<file path="src/rtl/cw_tx_sequencer.sv">
// cw_tx_sequencer: CW transmit sequencer. Delays the debounced key by a
// selectable number of millisecond ticks so the T/R relay and PA settle before
// RF, then holds cw_power_on through a decay tail plus a programmable hang time.
// Break-in/PTT gating and a master enable sit in front of the sequencing.
module cw_tx_sequencer #(
   parameter int DELAY_MAX = 32,  // delay line depth in ms ticks (1..64)
   parameter int DECAY_MS  = 24,  // envelope decay + end margin, ms
   parameter int HANG_W    = 10,  // width of cw_hang_time_i
   parameter int CNT_W     = 11   // holds max(DELAY_MAX+DECAY_MS, 2^HANG_W-1)
) (
   input  logic              clk,
   input  logic              rst,
   input  logic              millisec_pulse_i,
   input  logic              cw_enable_i,
   input  logic              breakin_enable_i,
   input  logic              ptt_in_i,
   input  logic [5:0]        cw_delay_i,
   input  logic [HANG_W-1:0] cw_hang_time_i,
   input  logic              key_raw_i,
   input  logic              key_debounced_i,
   output logic              cw_power_on_o,
   output logic              cw_keydown_o,
   output logic [1:0]        tx_state_o
);

   localparam logic [1:0] ST_IDLE  = 2'd0;
   localparam logic [1:0] ST_KEYED = 2'd1;
   localparam logic [1:0] ST_TAIL  = 2'd2;
   localparam logic [1:0] ST_HANG  = 2'd3;

   logic [1:0]           state_q, state_d;
   logic [CNT_W-1:0]     cnt_q, cnt_d;
   logic [DELAY_MAX-1:0] line_q, line_d;
   logic                 power_q, power_d;
   logic                 keydown_q, keydown_d;

   logic [6:0]           delay_eff;
   logic [CNT_W-1:0]     tail_load;
   logic [DELAY_MAX-1:0] line_in;
   logic                 tap;
   logic                 keying_ok;

   // Clamp the requested key delay into 1..DELAY_MAX and derive the tail reload.
   always_comb begin
      // NOTE: every combinational output gets a default first so no latch is inferred.
      delay_eff = {1'b0, cw_delay_i};
      if (cw_delay_i == 6'd0) begin
         delay_eff = 7'd1;
      end else if ({1'b0, cw_delay_i} > 7'(DELAY_MAX)) begin
         delay_eff = 7'(DELAY_MAX);
      end
      tail_load = CNT_W'(delay_eff) + CNT_W'(DECAY_MS);
      keying_ok = cw_enable_i & (breakin_enable_i | ptt_in_i);
   end

   // Select the delay line tap; moving cw_delay moves the tap without touching the line.
   always_comb begin
      tap = 1'b0;
      for (int i = 0; i < DELAY_MAX; i++) begin
         if (delay_eff == 7'(i + 1)) begin
            tap = line_q[i];
         end
      end
   end

   // Shift the gated key into the delay line once per millisecond tick.
   always_comb begin
      line_in    = '0;
      line_in[0] = key_debounced_i & cw_enable_i;
      line_d     = line_q;
      if (millisec_pulse_i) begin
         line_d = (line_q << 1) | line_in;
      end
   end

   // Sequencing FSM: key press wins over counting; counters only move on ticks.
   always_comb begin
      state_d = state_q;
      cnt_d   = cnt_q;
      if (!cw_enable_i) begin
         state_d = ST_IDLE;
         cnt_d   = '0;
      end else if (key_raw_i && keying_ok) begin
         state_d = ST_KEYED;
      end else begin
         case (state_q)
            // Key released (or keying permission lost): start the full tail.
            ST_KEYED: begin
               state_d = ST_TAIL;
               cnt_d   = tail_load;
            end
            ST_TAIL: begin
               if (millisec_pulse_i) begin
                  if (cnt_q != '0) begin
                     cnt_d = cnt_q - CNT_W'(1);
                  end else begin
                     // Hang time is captured here only; later changes wait for the next tail.
                     cnt_d   = CNT_W'(cw_hang_time_i);
                     state_d = (cw_hang_time_i == '0) ? ST_IDLE : ST_HANG;
                  end
               end
            end
            ST_HANG: begin
               if (millisec_pulse_i) begin
                  if (cnt_q != '0) begin
                     cnt_d = cnt_q - CNT_W'(1);
                  end else begin
                     state_d = ST_IDLE;
                  end
               end
            end
            default: begin
               state_d = ST_IDLE;
            end
         endcase
      end
   end

   // Output requests: power follows the next state or an enabled PTT; keydown
   // is the delayed key gated by the power request already on the PA.
   always_comb begin
      power_d   = (state_d != ST_IDLE) | (ptt_in_i & cw_enable_i);
      keydown_d = tap & cw_enable_i & power_q;
   end

   // State registers with synchronous active-high reset.
   always_ff @(posedge clk) begin
      // NOTE: sequential state uses non-blocking assignments so all registers update together.
      if (rst) begin
         state_q   <= ST_IDLE;
         cnt_q     <= '0;
         // NOTE: the delay line is reset too, otherwise stale key history would leak into RF after reset.
         line_q    <= '0;
         power_q   <= 1'b0;
         keydown_q <= 1'b0;
      end else begin
         state_q   <= state_d;
         cnt_q     <= cnt_d;
         line_q    <= line_d;
         power_q   <= power_d;
         keydown_q <= keydown_d;
      end
   end

   assign cw_power_on_o = power_q;
   assign cw_keydown_o  = keydown_q;
   assign tx_state_o    = state_q;

endmodule

</file>
<file path="config.mk">
export PLATFORM = sky130hd
export DESIGN_NAME = cw_tx_sequencer
export DESIGN_NICKNAME = d
export VERILOG_FILES = /design/src/rtl/cw_tx_sequencer.sv
export SDC_FILE = /design/constraint.sdc
export NUM_CORES = 1
export LEC_CHECK = 0
export ABC_AREA = 1
export BUFFER_PORTS_ARGS = -buffer_cell sky130_fd_sc_hd__buf_2
export CAP_MARGIN = 20
export CORE_ASPECT_RATIO = 0.75
export CORE_MARGIN = 2
export CORE_UTILIZATION = 24
export CTS_CLUSTER_SIZE = 12
export DETAILED_ROUTE_END_ITERATION = 12
export GPL_ROUTABILITY_DRIVEN = 0
export PLACE_DENSITY_LB_ADDON = 0.05
export SETUP_SLACK_MARGIN = 0.5
export SLEW_MARGIN = 10
export SYNTH_ARGS = -nofsm -noshare
export SYNTH_HDL_FRONTEND = slang
export SYNTH_SLANG_ARGS = --single-unit
</file>
<file path="constraint.sdc">
create_clock -name clk -period 7.2 [get_ports clk]
set_clock_uncertainty 0.1 [all_clocks]
set_input_delay 0.36 -clock clk [delete_from_list [all_inputs] [get_ports clk]]
set_output_delay 0.36 -clock clk [all_outputs]
set_load 0.005 [all_outputs]
</file>
Word-level counts from Yosys, hierarchy flattened. Cells that the tools add are included. W data, S select, Z words.

Add/sub/neg operators: 2. $lt $le $gt $ge: 1. Equal/unequal tests: 38. Mux-type cells: 47. Bitwise operators: 10. Reductions and logical operators: 8.

Operators by type and width (count): $eq A7 B5 Y1 const B (16); $eq A7 B4 Y1 const B (8); $mux W11 (4); $pmux W11 S3 (1); $mux W1 (32); $or A32 B1 Y32 (1); $eq A7 B3 Y1 const B (4); $eq A7 B2 Y1 const B (2); $mux W2 (7); $reduce_bool A11 Y1 (1); $sub A11 B1 Y11 const B (1); $logic_not A10 Y1 (1); $add A7 B5 Y8 const B (1); $eq A7 B1 Y1 const B (1); $eq A7 B6 Y1 const B (1); $mux W7 (1); $gt A6 B6 Y1 const B (1); $logic_not A6 Y1 (1); $mux W6 (1); $ne A2 B2 Y1 const B (3); $pmux W2 S3 (1); $and A1 B1 Y1 (5); $reduce_and A5 Y1 (1); $eq A2 B2 Y1 const B (2); other kinds (7) (9).

Bits in registers: 47. Bits of input ports: 24. Output and inout port bits: 4. Logic and storage cells: 111.

Logic depth before layout (Yosys ltp).
Word-level depth: 38. Depth in mapped cells: 30. Depth with buffers taken out: 30.

Worst setup path before layout. Ideal clock, no wire load.

Path type: register to register. From: reg cnt_q[0]. To: reg cnt_q[6]. Library setup time: 0.123 ns. Arrival time: 2.162 ns. Required time: 6.977 ns. Path slack: 4.815 ns. Stages on the path, launching flop included: 13. Buffers on the path: 0. Period minus slack after synthesis: 2.385 ns. Cells stage by stage: dfxtp_1 inv_1 ha_1 nand2_1 nor3_1 nand3_1 nor2_1 inv_1 o21ai_0 inv_1 a32o_1 nand2_1 a21oi_1.

Word-level cells in the longest chain between the ends: 4.

Ends and longest elaborated chain: start: declaration (line 32) `logic [CNT_W-1:0] cnt_q, cnt_d;`; start signal: assignment (line 138) `cnt_q <= cnt_d;`; $sub A11 B1 Y11 or $reduce_bool A11 Y1 (tied branches); $mux W11, on equally long branches (line 105, 94); $mux W11, on equally long branches (line 104, 93); $pmux W11 S3 (line 86) `case (state_q)`.

Several ways; a longest one is shown, not always the timed one. The select of a mux whose other input is x is not followed. A chain may end at the register's enable or synchronous reset.

Worst setup path after layout.
From: in millisec_pulse_i. To: reg cnt_q[0].

Word-level cells in the longest chain between the ends: 2.

Ends and longest elaborated chain: start: declaration (line 13) `input logic millisec_pulse_i,`; $ne A2 B2 Y1 (no source line); $reduce_and A5 Y1 (no source line) (*).

Every way passes the cells marked *; elsewhere a longest branch is shown, timed or not.

==> impl.org <==
** Worst setup path
- Crit path kind :: in2reg
- Origin of the critical flop-to-flop path :: cnt_q[0]
- Req. time, crit path :: 7260 ps
- The worst register-to-register path has a depth of 12.
- Critical Path Fanout Max :: 40
- The most critical setup path has its endpoint at cnt_q[0].
- STA classifies the critical path startpoint as an input pin.
- STA classifies the critical path endpoint as a register.
- Worst setup path startpoint :: millisec_pulse_i
- Arrival time at the worst endpoint :: 3370 ps
- The endpoint identified for the worst register-to-register timing path is cnt_q[6].
- Slack of the worst reg-to-reg path :: 3960 ps

** CTS
- Total CTS buffers :: 5
- Cts-stage hold buffer count :: 0
- Root buffer cell :: sky130_fd_sc_hd__clkbuf_16
- Clock tree from TritonCTS :: built
- No sink is reached through more buffers than the 2 on the longest clock path.
- The H-tree generated during clock tree synthesis spans 2 levels.
- In this run, post-CTS repair resized a total of 0 instances.
- At the later pin of the worst-skew pair, clock insertion delay measures 290 ps.
- Clock-pin slew was measured on the worst setup and hold paths at 60 ps.
- After clock tree synthesis, the setup repair step added 0 buffers.
- Clock tree synthesis found a total of 47 sinks.

** Drt
- Once detail routing completed, the nets flagged for antenna violations numbered 0.
- The pre-antenna-repair detailed-routing pass consisted of 4 iterations.
- The first routing iteration left 194 violations.
- Dividing the detail-routed via count by the number of cells gives 4.80.
- DR DRC count :: 0
- Dividing the detail-routed wire length by the instance count gives 14.8 µm.
- The routed design has 7.91 mm of wire.
- Summing over every cut layer, the via total after detailed routing is 2563.

** STA
- Setup violations, final :: 0
- The tightest hold path in the finished design has a slack of 166 ps.
- Slew Limit Headroom :: 0.374
- The number of hold-slack violations in the final timing report was 0.
- Setup repair after global routing left no endpoint under its margin.
- Based on the critical path, the design can be clocked at up to 0.302 GHz.
- Final worst-path cycle share :: 0.460
- The number of max-slew violations in the final report was 0.
- The worst path in the final design needs a cycle of 3310 ps, including I/O delays and setup.
- For the pin with the worst max-slew slack, the measured transition is 938 ps.
- After routing, the total negative slack on setup checks comes to 0 ps.

** Finish
- Registers take 941 µm².
- Final core area utilization :: 0.287
- The layout has 1165 filler cells.
- Summing all multi-input logic gate instances after layout gives 0.00141 mm².
- The area growth from synthesis to layout is 15.4%.
- Ratio of cells with drive above 1 in the final layout :: 0.126
- Final net count :: 426
- Number of diodes added for antenna fixing :: 0

** Power and ir drop
- In this run the power density over the cells is 201 mW/mm².
- The analysis attributes to net switching a power of 169 µW.
- Leakage component of the power :: 1.25 nW
- Gate power share :: 0.140
- Internal :: 428 µW
- Of the total power, the share spent switching nets is 0.282.
- The share of total power dissipated in sequential elements is 0.475.
- Worst ir drop on vdd :: 0.0751 mV
- Of the total power, the clock network draws 0.386.

** Synth
- Synthesis produced a netlist with a net count of 404.
- Sequential fraction of the synthesis area :: 0.365
- In this run the cell area of the synthesized design comes to 0.00257 mm².
- The synthesized design contains 47 register bits.
- During synthesis, Yosys emitted a total of 0 warnings.
- After synthesis, the mean cell area works out to 6.87 µm².
- Unique cell type count in the Yosys netlist :: 37
- Synthesized netlist cell count :: 375

** Status
- The run finished with clean final reports.

** Global route
- Entering global routing, the biggest net connects 41 pins.
- For this run the aggregate overflow at the end of global routing stands at 0.
- Total routing resource utilization after global routing :: 0.153
- Via count of the first global-routing pass :: 2501
- First-pass GRT wire length :: 13.6 mm
- Number of antenna violations at the first check in global routing :: 0

** Placement
- Port bufs :: 27
- Detailed Place HPWL :: 5.92 mm

** Die
- The initial utilization of the core area, before any placement, comes to 0.248.
- Height of the die :: 93.7 µm
- Die Width :: 124 µm
- The die covers 0.0116 mm².
- After floorplanning, the core was divided into 32 placement rows.
- The core region is 0.0104 mm².
- Io pins :: 28

** Hold path
- The min-delay analysis places its worst path in the category in2reg.

** Flow run
- Across the run, the number of max-cap violations was 0.
cell usage after synthesis:
library cell / count / area [µm²]
sky130_fd_sc_hd__nor2_1: 54 / 203
sky130_fd_sc_hd__nand2_1: 48 / 180
sky130_fd_sc_hd__dfxtp_1: 47 / 941
sky130_fd_sc_hd__o21ai_0: 42 / 210
sky130_fd_sc_hd__inv_1: 40 / 150
sky130_fd_sc_hd__a21oi_1: 33 / 165
sky130_fd_sc_hd__nand3_1: 21 / 105
sky130_fd_sc_hd__clkbuf_1: 11 / 41.3
sky130_fd_sc_hd__nor3_1: 11 / 55.1
sky130_fd_sc_hd__nand4_1: 10 / 62.6
sky130_fd_sc_hd__inv_2: 6 / 22.5
sky130_fd_sc_hd__a211oi_1: 5 / 37.5
sky130_fd_sc_hd__ha_1: 5 / 62.6
sky130_fd_sc_hd__a221oi_1: 4 / 35.0
sky130_fd_sc_hd__a31oi_1: 4 / 25.0
sky130_fd_sc_hd__xor2_1: 4 / 35.0
sky130_fd_sc_hd__a2111oi_0: 3 / 26.3
sky130_fd_sc_hd__o22ai_1: 3 / 18.8
sky130_fd_sc_hd__a41oi_1: 2 / 17.5
sky130_fd_sc_hd__nand2_2: 2 / 12.5
sky130_fd_sc_hd__nand2_4: 2 / 22.5
sky130_fd_sc_hd__nor4_1: 2 / 12.5
sky130_fd_sc_hd__o211a_1: 2 / 20.0
sky130_fd_sc_hd__a311oi_1: 1 / 8.76
sky130_fd_sc_hd__a31o_2: 1 / 8.76
sky130_fd_sc_hd__a32o_1: 1 / 10.0
sky130_fd_sc_hd__buf_2: 1 / 5.00
sky130_fd_sc_hd__inv_4: 1 / 6.26
sky130_fd_sc_hd__nand3_2: 1 / 10.0
sky130_fd_sc_hd__nand3b_1: 1 / 7.51
sky130_fd_sc_hd__nor2_4: 1 / 11.3
sky130_fd_sc_hd__nor3_2: 1 / 10.0
sky130_fd_sc_hd__o2111ai_1: 1 / 8.76
sky130_fd_sc_hd__o21ai_1: 1 / 5.00
sky130_fd_sc_hd__o21ai_2: 1 / 8.76
sky130_fd_sc_hd__o21bai_1: 1 / 7.51
sky130_fd_sc_hd__or2_2: 1 / 6.26
placed cells by master, fill, tap and decap left out, types with 2 or more instances in the layout:
master	n
sky130_fd_sc_hd__nor2_1	54
sky130_fd_sc_hd__nand2_1	48
sky130_fd_sc_hd__dfxtp_1	47
sky130_fd_sc_hd__o21ai_0	42
sky130_fd_sc_hd__inv_1	40
sky130_fd_sc_hd__a21oi_1	33
sky130_fd_sc_hd__buf_2	27
sky130_fd_sc_hd__nand3_1	21
sky130_fd_sc_hd__nor3_1	11
sky130_fd_sc_hd__nand4_1	10
sky130_fd_sc_hd__inv_2	6
sky130_fd_sc_hd__a211oi_1	5
sky130_fd_sc_hd__ha_1	5
sky130_fd_sc_hd__clkbuf_16	5
sky130_fd_sc_hd__a221oi_1	4
sky130_fd_sc_hd__xor2_1	4
sky130_fd_sc_hd__a31oi_1	4
sky130_fd_sc_hd__o22ai_1	3
sky130_fd_sc_hd__a2111oi_0	3
sky130_fd_sc_hd__o211a_1	2
sky130_fd_sc_hd__a41oi_1	2
sky130_fd_sc_hd__nand2_4	2
sky130_fd_sc_hd__nor4_1	2
sky130_fd_sc_hd__nand2_2	2
sky130_fd_sc_hd__clkbuf_1	2
flip-flops by register name (all words and copies together), names as in the netlist:
name           count
line_q            32
cnt_q             11
tx_state_o         2
cw_keydown_o       1
cw_power_on_o      1
power groups by stage:
stage | Clock (mW) | Sequential, mW | Combinational [mW]
floorplan | 0 | 0.285 | 0.0552
global placement | 0 | 0.289 | 0.0852
detailed placement | 0 | 0.289 | 0.0838
CTS | 0.239 | 0.283 | 0.0841
global route | 0.250 | 0.285 | 0.0969
finish | 0.230 | 0.283 | 0.0833
final cells by class:
class | instances | area share
Multi-Input combinational cell | 269 | 0.474
Sequential cell | 47 | 0.317
Inverter | 47 | 0.0602
Tap cell | 136 | 0.0573
Timing Repair Buffer | 27 | 0.0455
Clock buffer | 7 | 0.0446
Clock inverter | 1 | 0.00168
how the worst min path moves through the flow:
stage               from  depth (start not counted)            end  slack (ps)
4_1_cts              rst                          2  cw_power_on_o         150
2_1_floorplan        rst                          1  cw_power_on_o         330
6_report             rst                          2  cw_power_on_o         170
5_1_grt              rst                          2  cw_power_on_o         180
3_3_place_gp   cnt_q[10]                          1      cnt_q[10]         360
3_5_place_dp   cnt_q[10]                          1      cnt_q[10]         360
worst max-delay path, cell delays in order:
cell	delay [ps]
sky130_fd_sc_hd__buf_2	510
sky130_fd_sc_hd__inv_1	620
sky130_fd_sc_hd__a211oi_1	360
sky130_fd_sc_hd__inv_1	80
sky130_fd_sc_hd__nor2_1	550
sky130_fd_sc_hd__inv_1	370
sky130_fd_sc_hd__a2111oi_0	430
sky130_fd_sc_hd__a211oi_1	90
cells by family (layout without fill, tap and decap cells):
group / count (synthesis) / after routing / synth area share
AND/OR/NAND/NOR: 155 / 155 / 0.271
AO/OA/AOI/OAI: 105 / 105 / 0.238
buffers and inverters: 59 / 82 / 0.0875
flip-flops: 47 / 47 / 0.365
adder cells (fa/ha/maj): 5 / 5 / 0.0243
XOR/XNOR: 4 / 4 / 0.0136
stage by stage:
| step | area [µm²] | setup slack, ps | power, mW | instances |
|---|---|---|---|---|
| 6_report | 2970 | 3890 | 0.597 | 534 |
| 5_1_grt | 2970 | 3500 | 0.632 | 534 |
| 4_1_cts | 2970 | 3850 | 0.606 | 534 |
| 3_5_place_dp | 2830 | 3560 | 0.373 | 526 |
| 3_3_place_gp | 2830 | 3600 | 0.374 | 526 |
| 2_1_floorplan | 2570 | 4810 | 0.341 | 375 |
per-layer routing:
metal / vias to the layer above / track usage / wire length [µm]
li1: 1332 / - / -
met1: 1174 / 0.245 / 4480
met2: 48 / 0.198 / 2980
met3: 9 / 0.0334 / 359
met4: 0 / 0.0417 / 89
met5: - / 0 / 0
Power figures use the tool's default switching activity.
